### config.mk
export PLATFORM = sky130hd
export DESIGN_NAME = rt_uart_rx
export DESIGN_NICKNAME = d
export VERILOG_FILES = /design/src/rtl/rt_uart_pkg.sv /design/src/rtl/rt_uart_rx_fifo.sv /design/src/rtl/rt_uart_rx.sv
export SDC_FILE = /design/constraint.sdc
export NUM_CORES = 1
export LEC_CHECK = 0
export CORE_AREA = 2 2 104 117
export CTS_CLUSTER_DIAMETER = 120
export DETAILED_ROUTE_END_ITERATION = 12
export DIE_AREA = 0 0 106 119
export GPL_ROUTABILITY_DRIVEN = 0
export PLACE_DENSITY = 0.74
export RECOVER_POWER = 25
export SLEW_MARGIN = 20
export SYNTH_ARGS = -nofsm -noshare
export SYNTH_HDL_FRONTEND = slang
export SYNTH_SLANG_ARGS = --single-unit
export TNS_END_PERCENT = 30
### constraint.sdc
create_clock -name clk_i -period 2.8 [get_ports clk_i]
set_input_delay 0.42 -clock clk_i [delete_from_list [all_inputs] [get_ports clk_i]]
set_output_delay 0.42 -clock clk_i [all_outputs]
set_load 0.01 [all_outputs]
### src/rtl/rt_uart_pkg.sv
// Shared UART definitions: FSM state encoding and oversampling constants.
package rt_uart_pkg;

  localparam int OversampleRate = 16;
  localparam int SamplePoint    = 7;

  typedef enum logic [2:0] {
    ST_IDLE,
    ST_START,
    ST_DATA,
    ST_PARITY,
    ST_STOP,
    ST_BREAK
  } uart_state_e;

endpackage

### src/rtl/rt_uart_rx_fifo.sv
// Receive byte FIFO; head is visible combinationally, one-cycle write.
// A push while full succeeds only when a pop happens in the same cycle.
module rt_uart_rx_fifo #(
  parameter int FifoDepth = 8,
  parameter int Width     = 8
) (
  input  logic                       clk_i,
  input  logic                       rst_i,
  input  logic                       push_i,
  input  logic [Width-1:0]           data_i,
  input  logic                       pop_i,
  output logic [Width-1:0]           data_o,
  output logic                       full_o,
  output logic                       empty_o,
  output logic [$clog2(FifoDepth):0] count_o
);
  localparam int AW = $clog2(FifoDepth);
  localparam int CW = AW + 1;

  logic [Width-1:0] r_mem [FifoDepth];
  logic [AW-1:0]    r_wr_ptr;
  logic [AW-1:0]    r_rd_ptr;
  logic [CW-1:0]    r_count;
  logic             w_do_push;
  logic             w_do_pop;

  assign empty_o   = (r_count == '0);
  assign full_o    = (r_count == CW'(FifoDepth));
  assign w_do_pop  = pop_i && !empty_o;
  assign w_do_push = push_i && (!full_o || w_do_pop);
  // Empty reads as zero so the head byte is clean after reset.
  assign data_o    = empty_o ? '0 : r_mem[r_rd_ptr];
  assign count_o   = r_count;

  always_ff @(posedge clk_i) begin
    if (w_do_push) r_mem[r_wr_ptr] <= data_i;
  end

  always_ff @(posedge clk_i or posedge rst_i) begin
    if (rst_i) begin
      r_wr_ptr <= '0;
      r_rd_ptr <= '0;
      r_count  <= '0;
    end else begin
      if (w_do_push) r_wr_ptr <= r_wr_ptr + 1'b1;
      if (w_do_pop)  r_rd_ptr <= r_rd_ptr + 1'b1;
      r_count <= r_count + CW'(w_do_push) - CW'(w_do_pop);
    end
  end

endmodule

### src/rtl/rt_uart_rx.sv
// 16x-oversampled UART receiver (8 data bits, optional parity) feeding a byte FIFO.
// Byte enters the FIFO at the mid-stop-bit sample; a full FIFO with no pop drops it and flags overrun.
module rt_uart_rx
  import rt_uart_pkg::*;
#(
  parameter int FifoDepth = 8,
  parameter int DivW      = 16
) (
  input  logic                       clk_i,
  input  logic                       rst_i,
  input  logic                       rx_i,
  input  logic [DivW-1:0]            baud_div_i,
  input  logic                       parity_en_i,
  input  logic                       parity_odd_i,
  output logic [7:0]                 data_o,
  output logic                       valid_o,
  input  logic                       ready_i,
  output logic                       frame_err_o,
  output logic                       parity_err_o,
  output logic                       overrun_o,
  output logic [$clog2(FifoDepth):0] count_o
);
  localparam int OsW = $clog2(OversampleRate);
  localparam logic [OsW-1:0] SampleCnt = OsW'(SamplePoint);

  uart_state_e     r_state;
  uart_state_e     w_state_nxt;
  logic            r_sync1, r_sync2, r_rx_prev, r_armed;
  logic [1:0]      r_settle;
  logic [DivW-1:0] r_div, r_tick_cnt;
  logic            r_par_en, r_par_odd, r_par_bad;
  logic [OsW-1:0]  r_os_cnt;
  logic [2:0]      r_bit_cnt;
  logic [7:0]      r_shift;
  logic            r_frame_err, r_parity_err, r_overrun;
  logic            w_rx, w_fall, w_tick, w_sample;
  logic            w_push, w_pop, w_full, w_empty;
  logic            w_frame_err, w_parity_err, w_overrun;

  assign w_rx     = r_sync2;
  assign w_fall   = r_armed && r_rx_prev && !w_rx;
  assign w_tick   = (r_tick_cnt == r_div);
  assign w_sample = w_tick && (r_os_cnt == SampleCnt);
  assign w_pop    = valid_o && ready_i;
  assign w_overrun = w_push && w_full && !w_pop;

  // Start edges are only trusted once the flushed synchronizer has shown a high line.
  always_ff @(posedge clk_i or posedge rst_i) begin
    if (rst_i) begin
      r_sync1   <= 1'b1;
      r_sync2   <= 1'b1;
      r_rx_prev <= 1'b1;
      r_settle  <= 2'b00;
      r_armed   <= 1'b0;
    end else begin
      r_sync1   <= rx_i;
      r_sync2   <= r_sync1;
      r_rx_prev <= r_sync2;
      r_settle  <= {r_settle[0], 1'b1};
      if (r_settle[1] && w_rx) r_armed <= 1'b1;
    end
  end

  always_ff @(posedge clk_i or posedge rst_i) begin
    if (rst_i) r_state <= ST_IDLE;
    else       r_state <= w_state_nxt;
  end

  always_comb begin
    w_state_nxt  = r_state;
    w_push       = 1'b0;
    w_frame_err  = 1'b0;
    w_parity_err = 1'b0;
    case (r_state)
      ST_IDLE:   if (w_fall) w_state_nxt = ST_START;
      ST_START:  if (w_sample) w_state_nxt = w_rx ? ST_IDLE : ST_DATA;
      ST_DATA:   if (w_sample && r_bit_cnt == 3'd7) w_state_nxt = r_par_en ? ST_PARITY : ST_STOP;
      ST_PARITY: if (w_sample) w_state_nxt = ST_STOP;
      ST_STOP: begin
        if (w_sample) begin
          if (!w_rx) begin
            w_frame_err = 1'b1;
            w_state_nxt = ST_BREAK;
          end else begin
            w_state_nxt = ST_IDLE;
            if (r_par_bad) w_parity_err = 1'b1;
            else           w_push       = 1'b1;
          end
        end
      end
      ST_BREAK:  if (w_rx) w_state_nxt = ST_IDLE;
      default:   w_state_nxt = ST_IDLE;
    endcase
  end

  // The edge-detect clock counts as oversample 0, so START resumes counting at 1.
  always_ff @(posedge clk_i or posedge rst_i) begin
    if (rst_i) begin
      r_div      <= '0;
      r_par_en   <= 1'b0;
      r_par_odd  <= 1'b0;
      r_par_bad  <= 1'b0;
      r_tick_cnt <= '0;
      r_os_cnt   <= '0;
      r_bit_cnt  <= '0;
      r_shift    <= '0;
    end else if (r_state == ST_IDLE) begin
      r_div      <= baud_div_i;
      r_par_en   <= parity_en_i;
      r_par_odd  <= parity_odd_i;
      r_par_bad  <= 1'b0;
      r_tick_cnt <= '0;
      r_os_cnt   <= OsW'(1);
      r_bit_cnt  <= '0;
    end else begin
      r_tick_cnt <= w_tick ? '0 : r_tick_cnt + 1'b1;
      if (w_tick) r_os_cnt <= r_os_cnt + 1'b1;
      if (w_sample && r_state == ST_DATA) begin
        r_shift   <= {w_rx, r_shift[7:1]};
        r_bit_cnt <= r_bit_cnt + 1'b1;
      end
      if (w_sample && r_state == ST_PARITY) r_par_bad <= (w_rx != (^r_shift ^ r_par_odd));
    end
  end

  always_ff @(posedge clk_i or posedge rst_i) begin
    if (rst_i) begin
      r_frame_err  <= 1'b0;
      r_parity_err <= 1'b0;
      r_overrun    <= 1'b0;
    end else begin
      r_frame_err  <= w_frame_err;
      r_parity_err <= w_parity_err;
      r_overrun    <= w_overrun;
    end
  end

  assign frame_err_o  = r_frame_err;
  assign parity_err_o = r_parity_err;
  assign overrun_o    = r_overrun;
  assign valid_o      = !w_empty;

  rt_uart_rx_fifo #(
    .FifoDepth(FifoDepth),
    .Width    (8)
  ) u_fifo (
    .clk_i  (clk_i),
    .rst_i  (rst_i),
    .push_i (w_push),
    .data_i (r_shift),
    .pop_i  (w_pop),
    .data_o (data_o),
    .full_o (w_full),
    .empty_o(w_empty),
    .count_o(count_o)
  );

endmodule

==> flow_metrics.tcl, run 1 <==
set metrics [dict create \
    worst_skew_pair.late_latency_ns 0.41 \
    fin_util 0.615 \
    fmax_mhz 376 \
    die_h_um 119 \
    cap_violations 1 \
    min_path_type "flop to flop" \
    whs_path_depth 0 \
    ys.flop_type "dfrtp_1" \
    synth_edf_count 64 \
    total_power_mw 6.03 \
    fin_area_mm2 0.00714 \
    vias 3373 \
    grt_max_degree 45 \
    violations "max-capacitance violations, max-slew violations" \
    io_buffers 37 \
    grt_antenna_before_repair 0 \
    die_x_um 106 \
    slew-limit-headroom -0.0144 \
    nets 505 \
    dp_hpwl_um 7450 \
    vias_per_cell 5.30 \
    ys_seq_area_frac 0.628 \
    ys_ff_latch 136 \
    finalMaxSlewViolations 29 \
    gr-usage-all-layers 0.189 \
    tightest_slew_ns 1.52 \
    max-vdd-ir-drop_uv 449 \
    critPathSlowestCell "mux4_2" \
    min_period_ns 2.66 \
    grt_setup_unrepaired "no" \
    synth_nets 450 \
    powerDensity_mw_per_mm2 845 \
    grt_pass1_vias 3494 \
    clockRootBuffer "clkbuf_16" \
    cts_tree "yes" \
    setup_slack_ns 0.144 \
    hold_viol 0 \
    fin_setup_tns_ns 0 \
    cts_buffers 17 \
    wirelength_um 10800 \
    rows 42 \
    finalSetupViolations 0 \
    synth_cells 415 \
    wl_per_cell_um 17.0 \
    fin_worst_skew_ns 0.0125 \
    cts_hold_buf 0 \
    async_flop_share 0.529 \
    syn2layout_area_growth_pct 20.2 \
    critical_path.top_delay_family "multiplexers" \
    p_leak_nw 2.95 \
    path_cells "buf_12 -> mux4_2 -> mux2i_1 -> nor2_1 -> clkdlybuf4s50_1" \
    slowest_delay_ns 0.57 \
    n_antenna_cell 0 \
    drive_above_1_share 0.203 \
    rr_worst_depth 11 \
    start_kind "flop" \
    min_period_over_period 0.949 \
    ys_types 48 \
    synth_warnings 0 \
    drc 0 \
    syn_area_mm2 0.00594 \
    drt-pass1-iter-count 4 \
    path_max_fanout 18 \
    fill_cells 891 \
    path_depth 5 \
    cts_buffer_depth 2 \
    clkSlewWorstSetupHoldPaths_ns 0.06 \
    clock_sinks 136 \
    die_area_mm2 0.0126 \
    placed_area_mm2 0.00656 \
    status "complete, but fails checks" \
    required_ns 2.38 \
    pre_cts_slack_ns 0.256 \
    endpoint_kind "output pin" \
    ios 38 \
    avgSynthCellArea_um2 14.3 \
    path_class "flop to output pin" \
    drt-initial-drc-count 135 \
    cp.arrival_ns 2.24 \
    grt_first_pass_wirelength_um 18000 \
    path_buf_inv 2 \
    htreeDepth 4 \
    antenna_left 0 \
    coreArea_mm2 0.0116 \
    overflow 0 \
    initial_core_util 0.511 \
]
==> area by class of cell <==
type	instances	area [um^2]	share of cell area
flip-flops and latches	136	3730	0.522
multi-input cells	249	2090	0.292
repair buffers	52	492	0.0689
clock buffers	17	425	0.0596
well taps	154	193	0.0270
clock inverters	15	160	0.0224
inverters	14	52.6	0.00736
==> state kept, by name, summed over array words and instances (netlist names), 2 cells and up <==
signal / cells
u_fifo.r_mem: 64
r_div: 16
r_tick_cnt: 16
r_shift: 8
r_os_cnt: 4
u_fifo.count_o: 4
r_bit_cnt: 3
r_state: 3
u_fifo.r_rd_ptr: 3
u_fifo.r_wr_ptr: 3
r_settle: 2
==> cell usage after synthesis (2+ instances only) <==
master    instances  share of area
buf_2             3         0.0025
dfstp_2           3          0.013
mux4_2           16          0.061
edfxtp_1         64           0.32
ha_1             12          0.025
inv_1            14         0.0088
o21ai_0           8         0.0067
xnor2_1          33          0.049
nor3b_1           2         0.0025
nand2b_1          5         0.0053
nor3_1            4         0.0034
nand4_1          11          0.012
nand2_1          17          0.011
nor2_1           43          0.027
clkbuf_1         11         0.0070
mux2_2           27          0.051
xor2_1           13          0.019
dfrtp_1          69           0.29
mux2i_1          11          0.019
a21oi_1           4         0.0034
o21a_1            2         0.0025
nand3_1          15          0.013
a21o_1            2         0.0025
and3_1            2         0.0021
==> power breakdown <==
group	internal [mW]	switching, mW	total, mW
Combinational	0.681	0.531	1.21
Clock	1.38	0.786	2.17
Sequential	2.34	0.317	2.65
==> worst register-to-register path, cell delays in order, from the launching register on <==
cell and delay [ns]:
dfrtp_1 0.39, inv_1 0.11, ha_1 0.16, and2_1 0.37
inv_1 0.13, nand2_1 0.15, inv_1 0.09, ha_1 0.27
inv_1 0.04, ha_1 0.19, fa_1 0.38, xor2_1 0.15
==> stage by stage <==
stage,instances,hold WS [ns]
2_1_floorplan,415,0.331
3_3_place_gp,605,0.331
3_5_place_dp,605,0.349
4_1_cts,637,0.358
5_1_grt,637,0.365
6_report,637,0.361
==> layout by cell type, fill, tap and decap left out, drive strengths merged, types with 3 or more instances in the layout <==
| cell | instances |
|---|---|
| mux2i | 11 |
| nand2b | 5 |
| a21oi | 4 |
| dfrtp | 69 |
| edfxtp | 64 |
| clkbuf | 18 |
| bufinv | 3 |
| inv | 13 |
| nand4 | 11 |
| mux2 | 28 |
| buf | 14 |
| dfstp | 3 |
| nand2 | 18 |
| ha | 12 |
| clkinv | 11 |
| nand3 | 16 |
| clkdlybuf4s50 | 35 |
| xnor2 | 34 |
| nor3 | 6 |
| mux4 | 16 |
| nor2 | 43 |
| xor2 | 13 |
| o21ai | 8 |
==> path summary, 6_finish.rpt <==
| path | startpoint | endpoint | slack (ns) |
|---|---|---|---|
| max | u_fifo.r_rd_ptr[0] | data_o[0] | 0.14 |
| min | r_sync1 | r_sync2 | 0.36 |
| max reg2reg | u_fifo.count_o[2] | u_fifo.count_o[2] | 0.25 |
| min reg2reg | r_sync1 | r_sync2 | 0.36 |
| max in group asynchronous | rst_i | r_shift[6] | 0.92 |
| min in group asynchronous | rst_i | r_div[6] | 0.60 |
==> what timing repair did <==
item | CTS | global route
endpoints found under the setup margin | 6 | 0
setup buffers | 0 | 0
resized for setup | 1 | 0
endpoints found under the hold margin | 0 | 0
==> cells by family after synthesis <==
kind of cell    share of synthesized area
simple gates                       0.0997
xor+xnor                           0.0706
other cells                      0.000632
fa+ha+maj                          0.0287
flops                               0.628
buf+inv                            0.0209
compound gates                     0.0196
mux                                 0.132
==> layer usage <==
layer / global-route usage / vias to the layer above / wire (um)
met3: 0.0482 / 12 / 290
met5: 0 / - / 0
met1: 0.231 / 1700 / 4560
met4: 0.0625 / 0 / 135
met2: 0.329 / 54 / 5830
li1: - / 1607 / -
Note: power is estimated with default switching activity, not from simulation.
==> run 2, diff against run 1 <==
--- a/config.mk
+++ b/config.mk
@@ -6,7 +6,7 @@
 export NUM_CORES = 1
 export LEC_CHECK = 0
 export CORE_AREA = 2 2 104 117
-export CTS_CLUSTER_DIAMETER = 120
+export CTS_CLUSTER_DIAMETER = 100
 export DETAILED_ROUTE_END_ITERATION = 12
 export DIE_AREA = 0 0 106 119
 export GPL_ROUTABILITY_DRIVEN = 0
==> results of run 2 <==
Same layout as run 1: the final DEF is identical, and so are final timing and power.
==> run 3, diff against run 2 <==
--- a/config.mk
+++ b/config.mk
@@ -10,6 +10,7 @@
 export DETAILED_ROUTE_END_ITERATION = 12
 export DIE_AREA = 0 0 106 119
 export GPL_ROUTABILITY_DRIVEN = 0
+export GPL_TIMING_DRIVEN = 0
 export PLACE_DENSITY = 0.74
 export RECOVER_POWER = 25
 export SLEW_MARGIN = 20
==> flow_metrics.tcl, run 3 (synthesis results as in run 1) <==
set metrics [dict create \
    status "completed" \
    wl_per_cell_um 16.5 \
    max-vdd-ir-drop_uv 440 \
    die_h_um 119 \
    htreeDepth 4 \
    largest_reg_flops 64 \
    endpoint_kind "output pin" \
    finalSetupViolations 0 \
    top_register "u_fifo.r_mem" \
    grt_antenna_before_repair 0 \
    cp.arrival_ns 2.26 \
    n_antenna_cell 0 \
    gr-usage-all-layers 0.183 \
    cts_buffers 17 \
    total_power_mw 6.26 \
    cts_tree "yes" \
    final-seq-area_mm2 0.00373 \
    start_kind "flop" \
    min_path_type "flop to flop" \
    cap_violations 0 \
    drive_above_1_share 0.215 \
    multi_input_area_mm2 0.00215 \
    wirelength_um 10600 \
    final_common_cell "dfrtp_1" \
    vias_per_cell 5.35 \
    clkSlewWorstSetupHoldPaths_ns 0.06 \
    layout_common_cells "dfrtp_1, edfxtp_1, nor2_1" \
    io_buffers 37 \
    cts_buffer_depth 2 \
    clock_sinks 136 \
    setup_slack_ns 0.118 \
    worst_skew_pair.late_latency_ns 0.41 \
    clockRootBuffer "clkbuf_16" \
    path_max_fanout 10 \
    final_cells 643 \
    min_period_over_period 0.958 \
    vias 3441 \
    initial_core_util 0.511 \
    path_class "flop to output pin" \
    cts_hold_buf 0 \
    die_x_um 106 \
    overflow 0 \
    nets 511 \
    die_area_mm2 0.0126 \
    hold_viol 0 \
    fmax_mhz 373 \
    grt_first_pass_wirelength_um 17600 \
    drc 0 \
    min_period_ns 2.68 \
    syn2layout_area_growth_pct 22.6 \
    drt-initial-drc-count 158 \
    grt_max_degree 43 \
    ios 38 \
    antenna_left 0 \
    powerDensity_mw_per_mm2 860 \
    place_inst 607 \
    p_leak_nw 3.00 \
    coreArea_mm2 0.0116 \
    reg_top3 "u_fifo.r_mem x64, r_div x16, r_tick_cnt x16" \
    slew-limit-headroom 0.0455 \
    tightest_slew_ns 1.42 \
    dp_hpwl_um 7080 \
    drt-pass1-iter-count 4 \
    grt_setup_unrepaired "no" \
    fill_cells 862 \
    required_ns 2.38 \
    rows 42 \
    grt_pass1_vias 3506 \
    fin_worst_skew_ns 0.00676 \
    pre_cts_slack_ns -0.525 \
    reg2reg_slack_ns 0.16 \
    finalMaxSlewViolations 0 \
]
==> run 3: path summary, 6_finish.rpt <==
| kind | depth (start not counted) | from | to |
|---|---|---|---|
| worst min-delay path | 0 | r_settle[0] | r_settle[1] |
| min in group asynchronous | 2 | rst_i | r_div[7] |
| max in group asynchronous | 3 | rst_i | r_rx_prev |
| worst max-delay path | 6 | u_fifo.r_rd_ptr[0] | data_o[6] |
| worst min register to register | 0 | r_settle[0] | r_settle[1] |
| worst max register to register | 7 | r_tick_cnt[2] | u_fifo.r_mem[0][3] |
==> run 3: cell type report <==
type                    count  share of cell area
repair buffers             43              0.0617
clock inverters            13              0.0246
clock buffers              19              0.0595
multi-input cells         249               0.295
flip-flops and latches    136               0.512
well taps                 154              0.0265
inverters                  14             0.00739
plain buffers              15              0.0131
==> run 3: where the power goes <==
group,internal (mW),switching (mW)
combinational,0.745,0.646
clock,1.48,0.815
sequential,2.34,0.234
total,4.56,1.70
==> run 3: routing by layer <==
layer,global-route usage,wire [um]
met5,0,0
met4,0.0863,230
met3,0.0432,410
met2,0.310,5590
met1,0.221,4400
==> run 3: per-stage QoR <==
stage	hold WS [ns]	utilization	TNS [ns]	cell area [um^2]
finish	0.343	0.627	0	7280
global route	0.363	0.627	0	7280
CTS	0.348	0.622	-0.00341	7230
detailed placement	0.336	0.562	-24.68	6520
global placement	0.333	0.560	-63.15	6500
floorplan	0.331	-	0	5940
==> run 3: critical path: stages (launching register included) <==
cell	delay, ns
dfrtp_1	0.36
clkbuf_8	0.15
buf_12	0.14
mux4_2	0.52
mux2i_1	0.15
nor2_1	0.05
clkdlybuf4s50_1	0.48
==> run 3: repair_timing <==
action | CTS | global route
setup endpoints to repair | 72 | 68
pin swaps | 1 | 3
setup buffers | 3 | 2
gates resized for setup | 18 | 12
